File: src/rtl/maze_pkg.sv
// Shared constants, FSM state encoding and helpers for the maze carver.
package maze_pkg;
  localparam int GRID_DIM = 16;
  localparam int STACK_DEPTH = 64;
  localparam logic [15:0] LFSR_DEFAULT_SEED = 16'hACE1;
  // Taps for x^16+x^14+x^13+x^11+1 on a left-shifting register
  localparam logic [15:0] LFSR_TAPS = 16'hB400;

  localparam logic [1:0] DIR_PX = 2'd0;
  localparam logic [1:0] DIR_PY = 2'd1;
  localparam logic [1:0] DIR_NX = 2'd2;
  localparam logic [1:0] DIR_NY = 2'd3;

  typedef enum logic [2:0] {
    IDLE,
    CLEAR,
    INIT,
    PICK,
    CARVE,
    POP,
    DONE
  } maze_gen_state_t;

  function automatic logic [4:0] clamp_dim(input logic [4:0] v);
    if (v == 5'd0) return 5'd1;
    if (v > 5'd16) return 5'd16;
    return v;
  endfunction
endpackage

File: src/rtl/maze_lfsr.sv
// 16-bit Fibonacci LFSR with synchronous load and a one-shot step; a zero seed
// is replaced by the default so the register can never lock up.
module maze_lfsr (
  input  logic        i_clk,
  input  logic        i_reset,
  input  logic        i_load,
  input  logic [15:0] i_seed,
  input  logic        i_step,
  output logic [15:0] o_value
);
  import maze_pkg::*;

  logic [15:0] r_lfsr;
  logic        w_fb;

  assign w_fb    = ^(r_lfsr & LFSR_TAPS);
  assign o_value = r_lfsr;

  always_ff @(posedge i_clk) begin
    if (i_reset) begin
      r_lfsr <= LFSR_DEFAULT_SEED;
    end else if (i_load) begin
      r_lfsr <= (i_seed == 16'd0) ? LFSR_DEFAULT_SEED : i_seed;
    end else if (i_step) begin
      r_lfsr <= {r_lfsr[14:0], w_fb};
    end
  end
endmodule

File: src/rtl/maze_generator.sv
// Depth-first maze carver producing a 16x16 path bitmap (bit x+16*y, 1 = path).
// Define MAZE_GEN_ANIMATE_EN to expose the working bitmap instead of a shadow copy.
module maze_generator #(
  parameter int GRID_DIM    = 16,
  parameter int STACK_DEPTH = 64
) (
  input  logic                         clk,
  input  logic                         reset,
  input  logic                         start,
  input  logic [15:0]                  seed,
  input  logic [4:0]                   maze_width,
  input  logic [4:0]                   maze_height,
  output logic [GRID_DIM*GRID_DIM-1:0] path_data,
  output logic                         busy,
  output logic                         done
);
  import maze_pkg::*;

  maze_gen_state_t r_state, w_next;

  logic [4:0]   r_w, r_h;
  logic [15:0]  r_seed;
  logic [2:0]   r_ci, r_cj;
  logic [1:0]   r_dir;
  logic [6:0]   r_sp;
  logic [5:0]   r_stack [STACK_DEPTH];
  logic [GRID_DIM*GRID_DIM-1:0] r_map;

  logic [15:0]  w_lfsr;
  logic [13:0]  w_unused_lfsr;
  logic [3:0]   w_xt, w_yt;
  logic [3:0]   w_mask;
  logic [7:0]   w_rot;
  logic [1:0]   w_pick, w_dir;
  logic [2:0]   w_ni, w_nj;
  logic [3:0]   w_wall_x, w_wall_y;
  logic [6:0]   w_sp_dec;

  maze_lfsr u_lfsr (
    .i_clk   (clk),
    .i_reset (reset),
    .i_load  (r_state == CLEAR),
    .i_seed  (r_seed),
    .i_step  (r_state == CARVE),
    .o_value (w_lfsr)
  );

  assign w_unused_lfsr = w_lfsr[15:2];
  assign w_xt          = {r_ci, 1'b0};
  assign w_yt          = {r_cj, 1'b0};
  assign w_sp_dec      = r_sp - 7'd1;
  assign w_wall_x      = {1'b0, r_ci} + {1'b0, w_ni};
  assign w_wall_y      = {1'b0, r_cj} + {1'b0, w_nj};

  always_comb begin
    w_mask         = '0;
    w_mask[DIR_PX] = (({1'b0, w_xt} + 5'd2) < r_w) && !r_map[{w_yt, w_xt + 4'd2}];
    w_mask[DIR_PY] = (({1'b0, w_yt} + 5'd2) < r_h) && !r_map[{w_yt + 4'd2, w_xt}];
    w_mask[DIR_NX] = (r_ci != 3'd0) && !r_map[{w_yt, w_xt - 4'd2}];
    w_mask[DIR_NY] = (r_cj != 3'd0) && !r_map[{w_yt - 4'd2, w_xt}];
  end

  // Rotating the mask by d0 turns "first set in order d0..d0+3" into a plain priority pick.
  always_comb begin
    w_rot = {w_mask, w_mask} >> w_lfsr[1:0];
    if (w_rot[0])      w_pick = 2'd0;
    else if (w_rot[1]) w_pick = 2'd1;
    else if (w_rot[2]) w_pick = 2'd2;
    else               w_pick = 2'd3;
    w_dir = w_lfsr[1:0] + w_pick;
  end

  always_comb begin
    w_ni = r_ci;
    w_nj = r_cj;
    case (r_dir)
      DIR_PX:  w_ni = r_ci + 3'd1;
      DIR_PY:  w_nj = r_cj + 3'd1;
      DIR_NX:  w_ni = r_ci - 3'd1;
      default: w_nj = r_cj - 3'd1;
    endcase
  end

  always_ff @(posedge clk) begin
    if (reset) r_state <= IDLE;
    else       r_state <= w_next;
  end

  always_comb begin
    w_next = r_state;
    case (r_state)
      IDLE:    if (start) w_next = CLEAR;
      CLEAR:   w_next = INIT;
      INIT:    w_next = PICK;
      PICK:    w_next = (w_mask == 4'd0) ? POP : CARVE;
      CARVE:   w_next = PICK;
      POP:     w_next = (w_sp_dec == 7'd0) ? DONE : PICK;
      DONE:    w_next = IDLE;
      default: w_next = IDLE;
    endcase
  end

  always_comb begin
    busy = (r_state != IDLE);
    done = (r_state == DONE);
  end

  always_ff @(posedge clk) begin
    if (reset) begin
      r_map  <= '0;
      r_sp   <= '0;
      r_ci   <= '0;
      r_cj   <= '0;
      r_dir  <= '0;
      r_w    <= 5'd1;
      r_h    <= 5'd1;
      r_seed <= '0;
    end else begin
      case (r_state)
        IDLE: if (start) begin
          r_w    <= clamp_dim(maze_width);
          r_h    <= clamp_dim(maze_height);
          r_seed <= seed;
        end
        CLEAR: r_map <= '0;
        INIT: begin
          r_map[0] <= 1'b1;
          r_sp     <= 7'd1;
          r_ci     <= '0;
          r_cj     <= '0;
        end
        PICK: r_dir <= w_dir;
        CARVE: begin
          r_map[{w_wall_y, w_wall_x}]           <= 1'b1;
          r_map[{w_nj, 1'b0, w_ni, 1'b0}]       <= 1'b1;
          r_sp                                  <= r_sp + 7'd1;
          r_ci                                  <= w_ni;
          r_cj                                  <= w_nj;
        end
        POP: begin
          r_sp <= w_sp_dec;
          if (w_sp_dec != 7'd0) {r_cj, r_ci} <= r_stack[w_sp_dec[5:0] - 6'd1];
        end
        default: ;
      endcase
    end
  end

  always_ff @(posedge clk) begin
    if (r_state == INIT)       r_stack[0]          <= 6'd0;
    else if (r_state == CARVE) r_stack[r_sp[5:0]]  <= {w_nj, w_ni};
  end

`ifdef MAZE_GEN_ANIMATE_EN
  assign path_data = r_map;
`else
  logic [GRID_DIM*GRID_DIM-1:0] r_path;

  // Load on the final POP so the new maze appears together with done.
  always_ff @(posedge clk) begin
    if (reset)                                   r_path <= '0;
    else if (r_state == POP && w_sp_dec == 7'd0) r_path <= r_map;
  end

  assign path_data = r_path;
`endif
endmodule
File: config.mk
export PLATFORM = sky130hd
export DESIGN_NAME = maze_generator
export DESIGN_NICKNAME = d
export VERILOG_FILES = /design/src/rtl/maze_pkg.sv /design/src/rtl/maze_lfsr.sv /design/src/rtl/maze_generator.sv
export SDC_FILE = /design/constraint.sdc
export NUM_CORES = 2
export LEC_CHECK = 0
export CORE_MARGIN = 5
export CORE_UTILIZATION = 55
export CTS_CLUSTER_SIZE = 10
export DETAILED_ROUTE_END_ITERATION = 12
export GPL_ROUTABILITY_DRIVEN = 0
export PLACE_DENSITY = 0.79
export SETUP_SLACK_MARGIN = 0.4
export SYNTH_ARGS = -nofsm -noshare
export SYNTH_HDL_FRONTEND = slang
export SYNTH_HIERARCHICAL = 1
export SYNTH_SLANG_ARGS = --single-unit
File: constraint.sdc
create_clock -name clk -period 6.6 [get_ports clk]
set_clock_uncertainty 0.2 [all_clocks]
set_input_delay 1.65 -clock clk [delete_from_list [all_inputs] [get_ports clk]]
set_output_delay 1.65 -clock clk [all_outputs]
set_load 0.05 [all_outputs]
; ---- Word level (Yosys, flattened, before mapping)
; Memory sizes are Yosys's and may differ from the RTL's.
; Index checks and enable logic that the tools add are counted.
[classes]
n_lt_le_gt_ge = 12
bitwise_logic = 2
eq_ne = 10
n_shift = 1
add_sub_neg = 16
n_mux = 65
reduce_logical = 31
[ops]
columns = operator, n
row1 = one-hot mux 255 bit (2 select lines), 1
row2 = OR 256 x 239 -> 256 bit, 1
row3 = OR 256 bit, 1
row4 = < comparator 8 x 9 -> 1 bit (second input constant), 6
row5 = 2-to-1 mux 16 bit, 3
row6 = 2-to-1 mux 5 bit, 8
row7 = 2-to-1 mux 1 bit, 32
row8 = binary-select mux 1 bit (select 7 bit), 4
row9 = one-hot mux 7 bit (3 select lines), 1
row10 = one-hot mux 3 bit (3 select lines), 2
row11 = greater-or-equal comparator 8 x 1 -> 1 bit (second input constant), 2
row12 = zero test 16 bit, 1
row13 = XOR reduction 16 bit, 1
row14 = one-hot mux 3 bit (5 select lines), 1
row15 = nonzero test 3 bit, 5
row16 = 2-to-1 mux 3 bit, 4
row17 = 2-to-1 mux 6 bit, 2
row18 = one-hot mux 3 bit (2 select lines), 2
row19 = adder 4 x 2 -> 5 bit (second input constant), 2
row20 = greater-than comparator 5 bit (second input constant), 2
row21 = zero test 5 bit, 2
row22 = < comparator 5 bit, 2
row23 = equality test 3 bit (second input constant), 3
row24 = adder 3 x 3 -> 4 bit, 2
row25 = other kinds (29), 47
[word_totals]
memories = 1
reg_bits = 572
out_inout_bits = 258
ram_bits = 384
elab_cells = 150
[mem_list]
columns = name, words, word_bits, rd, rd_clocked_by_memory_dff, wr, line_no
row1 = r_stack, 64, 6, 1, 0, 1, maze_generator.sv:26  ; logic [5:0] r_stack [STACK_DEPTH];

; ---- Depth between registers and ports, before layout
[depth]
ltp_word = 11
depth_mapped = 20
ltp_nobuf = 14

; ---- Modules after synthesis
; The synthesis kept the hierarchy.
[by_module_without_submodules]
columns = module, instances, cells_per_inst, area_each_um2, seq_area_each_um2
row1 = maze_generator, 1, 3320, 36968.0, 22661.7
row2 = maze_lfsr, 1, 87, 809.5, 320.3

; ---- Worst setup path after synthesis
; OpenSTA, ideal clock, no wires.
[synth_timing]
path_kind = register to register
start = reg r_ci[1]
end = mem r_stack[0][1] (data pin)
stages_incl_launch_ff = 12
synth_period_minus_slack_ps = 4643
arrival_time_ps = 3937
setup_ps = 506
slack_ps = 1957
path_cell_list = dfxtp_1 -> buf_1 -> inv_1 -> ha_1 -> buf_6 -> buf_12 -> buf_4 -> buf_4 -> xnor2_1 -> o21ai_2 -> inv_1 -> nor2_1
[synth_via]
elab_chain_len = 3
elab_cells_between_ends = 4
[synth_lines]
columns = item, line_no
row1 = from (decl), maze_generator.sv:23  ; logic [2:0] r_ci, r_cj;
row2 = from (signal assigned), maze_generator.sv:137  ; r_ci <= w_ni;
row3 = from (signal assigned), maze_generator.sv:142  ; if (w_sp_dec != 7'd0) {r_cj, r_ci} <= r_stack[w_sp_dec[5:0] - 6'd1];
row4 = subtractor 3 x 1 -> 3 bit or adder 3 x 1 -> 3 bit (tied branches), "maze_generator.sv:79, maze_generator.sv:77"
row5 = one-hot mux 3 bit (2 select lines) *, maze_generator.sv:76  ; case (r_dir)
row6 = 2-to-1 mux 6 bit (no source line) *, --
row7 = to (decl), maze_generator.sv:26
; Mark *: on every way between the ends. The rest lies on a longest branch, timed or not.

; ---- Worst setup path after layout
[layout_timing]
start = reg r_cj[0]
end = reg r_map[224]
[layout_via]
elab_chain_len = 10
elab_cells_between_ends = 17
[layout_lines]
columns = item, line_no
row1 = from (decl), maze_generator.sv:23
row2 = from (signal assigned), maze_generator.sv:138  ; r_cj <= w_nj;
row3 = from (signal assigned), maze_generator.sv:142
row4 = subtractor 3 x 1 -> 3 bit or adder 3 x 1 -> 3 bit (tied branches), "maze_generator.sv:80, maze_generator.sv:78"
row5 = one-hot mux 3 bit (2 select lines), maze_generator.sv:76
row6 = adder 3 x 3 -> 4 bit, maze_generator.sv:53  ; assign w_wall_y = {1'b0, r_cj} + {1'b0, w_nj};
row7 = < comparator 8 x 9 -> 1 bit (implied by the code) or greater-or-equal comparator 8 x 1 -> 1 bit (tied branches), maze_generator.sv:134  ; r_map[{w_wall_y, w_wall_x}] <= 1'b1;
row8 = logical AND 1 bit (implied by the code), maze_generator.sv:134
row9 = 2-to-1 mux 1 bit (implied by the code), maze_generator.sv:134
row10 = demux 1 bit (select 8 bit), maze_generator.sv:134
row11 = OR 256 bit (no source line), --
row12 = OR 256 x 239 -> 256 bit (no source line) *, --
row13 = one-hot mux 255 bit (2 select lines) *, maze_generator.sv:119  ; case (r_state)
row14 = to (signal assigned), maze_generator.sv:125  ; CLEAR: r_map <= '0;
row15 = "to (signal, indexed assignment)", maze_generator.sv:134
row16 = "to (signal, indexed assignment)", maze_generator.sv:135  ; r_map[{w_nj, 1'b0, w_ni, 1'b0}] <= 1'b1;
row17 = to (decl), maze_generator.sv:27  ; logic [GRID_DIM*GRID_DIM-1:0] r_map;
; Marks and branches as above.
; A chain may end at the register's enable or synchronous reset.

==> metrics.md <==
| Metric | Value |
|---|---|
| Clock sinks | `956` |
| H-tree levels | `3` |
| Slew @ Worst Pin | `1.30 ns` |
| Initial Util | `55.3%` |
| Commonest non-fill, non-tap cell in the layout | `nand2_1` |
| Slew Viols, Final | `0` |
| Multi-input logic area | `0.0137 mm2` |
| Root buf cell | `clkbuf_16` |
| Largest cells by area after synthesis | `edfxtp_1 (31%), dfxtp_1 (30%), mux4_2 (7.2%)` |
| CTS tree | `yes` |
| Routed Antenna Nets | `0` |
| Worst Setup End Kind | `register` |
| CP Launch Type | `register` |
| Worst-path clk slew | `0.07 ns` |
| Final Util | `64.7%` |
| Largest net degree at the start of global routing | `158` |
| Syn Nets | `3,462` |
| RSZ-0062 raised after global routing | `no` |
| Starting DRC count in detailed routing | `3,689` |
| Final Non-Filler Cells | `4,513` |
| Total track usage | `26.8%` |
| Synth Flop Type | `dfxtp_1` |
| Total core area | `0.0683 mm2` |
| Relative slew slack | `12.9%` |
| Vias | `27,900` |
| TritonCTS Buffers | `106` |
| Leak Pwr | `14.9 nW` |
| Crit-path max FO | `22` |
| Hold Crit Class | `register to register` |
| DP HPWL | `63,200 um` |
| Nets | `3,655` |
| Final setup viols | `0` |
| ANT cells | `0` |
| Setup TNS | `0 ns` |
| Cell variety after synth | `72` |
| Asr flop ratio synth | `0%` |
| Synth top area share | `30.5%` |
| R2R Setup Slk | `1.39 ns` |
| CP required | `6.99 ns` |
| # port buffers | `286` |
| CTS resizes | `0` |
| First-pass GRT wire length | `158,000 um` |
| Die Area | `0.0740 mm2` |
| WS Path Type | `register to register` |
| Commonest cells after routing, fill and taps aside | `nand2_1 (608), dfxtp_1 (570), a21oi_1 (516)` |
| Register bit total from synthesis | `956` |
| I/O pin total | `287` |
| Cell area after synthesis | `0.0378 mm2` |
| Avg Cell Area, Syn | `11.1 um2` |
| Worst-Skew Late Latency | `0.68 ns` |
| Seq/Total Area, Yosys | `60.8%` |
| Rows | `96` |
| Worst vdd ir | `0.247 mV` |
| PwrDens | `279 mW/mm2` |
| Placed instance count | `4,374` |
| Achievable Freq | `0.192 GHz` |
| Final Hold Viols | `0` |
| Reg area | `0.0230 mm2` |
| Mean routed wirelength per cell | `22.7 um` |
| Grt total ovfl | `0` |
| Hold-fix buffers, CTS | `0` |
| Run status | `completed` |
| Worst path arrival time | `5.60 ns` |
| YS warnings | `6` |
| DRC viols | `0` |
| Setup Buffers After CTS | `0` |
| Tmin final | `5.21 ns` |
| Die Y | `272 um` |
| Vias in the first global route | `26,500` |
| Total Wirelength | `102,000 um` |
| EDFF count, synth | `384` |
| Cells after Synth | `3,407` |
| Fillers | `4,938` |
| Drt first pass iters | `11` |
| Via density | `6.18` |
| Final Cycle Share | `79.0%` |
| Layout Area Growth over Synthesis | `17.1%` |
| Yosys top cell by area | `edfxtp_1` |
| DIE WIDTH | `272 um` |
| Initial antenna violation count | `0` |
| Max Cap Viol | `0` |
| Layout cell share with drive strength beyond 1 | `9.56%` |
| Max clock buf depth | `3` |
## metal layers
metal	global-route usage, %	wire length, um	vias to the layer above
met1	37.8	40700	13600
met2	41.7	47800	1651
met4	8.54	2910	0
met3	6.25	11000	206
li1	-	-	12500
met5	0	0	-
## synthesized netlist by cell type (27+ instances only)
master / n
nand2_1: 608
dfxtp_1: 572
a21oi_1: 516
nor2_1: 425
edfxtp_1: 384
clkbuf_1: 211
mux4_2: 121
a222oi_1: 61
mux2i_1: 53
a211oi_1: 34
inv_1: 32
buf_2: 27
## report_power, final
| group | switching (mW) | total (mW) | internal [mW] |
|---|---|---|---|
| Sequential | 0.0383 | 6.17 | 6.13 |
| Combinational | 0.614 | 0.947 | 0.334 |
| Clock | 2.27 | 5.25 | 2.98 |
## logic make-up (layout without fill, tap and decap cells)
family | after synthesis | after routing | share of synthesized area [%]
DFF | 956 | 956 | 60.8
AOI/OAI and AO/OA | 713 | 713 | 11.1
muxes | 212 | 212 | 10.6
and+or+nand+nor | 1184 | 1184 | 12.7
xor gates and xnor gates | 26 | 26 | 0.643
buffers and inverters | 290 | 514 | 3.17
adders and majority gates | 26 | 26 | 0.901
## stage by stage
stage                     setup WS [ns]  instance area [um2]  power (mW)  hold WS, ns
after global placement             1.77                41300        7.20        0.237
final                              1.39                44200        12.4        0.247
after floorplan                    1.96                37800        6.98        0.231
after global routing               1.13                44200        12.7        0.250
after CTS                          1.56                44200        12.4        0.243
after detailed placement           1.58                41300        7.21        0.241
## flip-flops by register name (all words and copies together), names as in the netlist
signal / cells
r_stack: 384
path_data: 256
r_map: 256
r_seed: 16
u_lfsr/o_value: 16
r_sp: 7
r_h: 5
r_w: 5
r_ci: 3
r_cj: 3
r_state: 3
r_dir: 2
## critical path: stages (launching register included)
cell,delay (ns)
dfxtp_1,0.85
clkinv_1,0.54
ha_1,0.47
mux2_2,0.30
nand2_1,0.08
xnor2_1,0.26
inv_1,0.23
ha_1,0.42
xor2_1,0.21
nand2_1,0.13
nor2_1,0.97
a22oi_1,0.25
a21oi_1,0.21
## cell type report
cell class / instances / share of cell area [%]
well taps: 882 / 2.49
inverters: 35 / 0.297
multi-input cells: 2161 / 31.0
repair buffers: 340 / 7.48
clock buffers: 131 / 6.28
flip-flops and latches: 956 / 51.9
clock inverters: 8 / 0.495
## worst paths after layout
path / start / end / depth (start not counted)
hold reg to reg: r_map[18]$_SDFFE_PP0P_ / path_data[18]$_SDFFE_PP0P_ / 2
hold / removal: r_map[18]$_SDFFE_PP0P_ / path_data[18]$_SDFFE_PP0P_ / 2
setup / recovery: r_cj[0]$_SDFFE_PP0P_ / r_map[224]$_SDFFE_PP0P_ / 12
setup reg to reg: r_cj[0]$_SDFFE_PP0P_ / r_map[224]$_SDFFE_PP0P_ / 12
No activity file was read; power rests on OpenSTA's default activity.
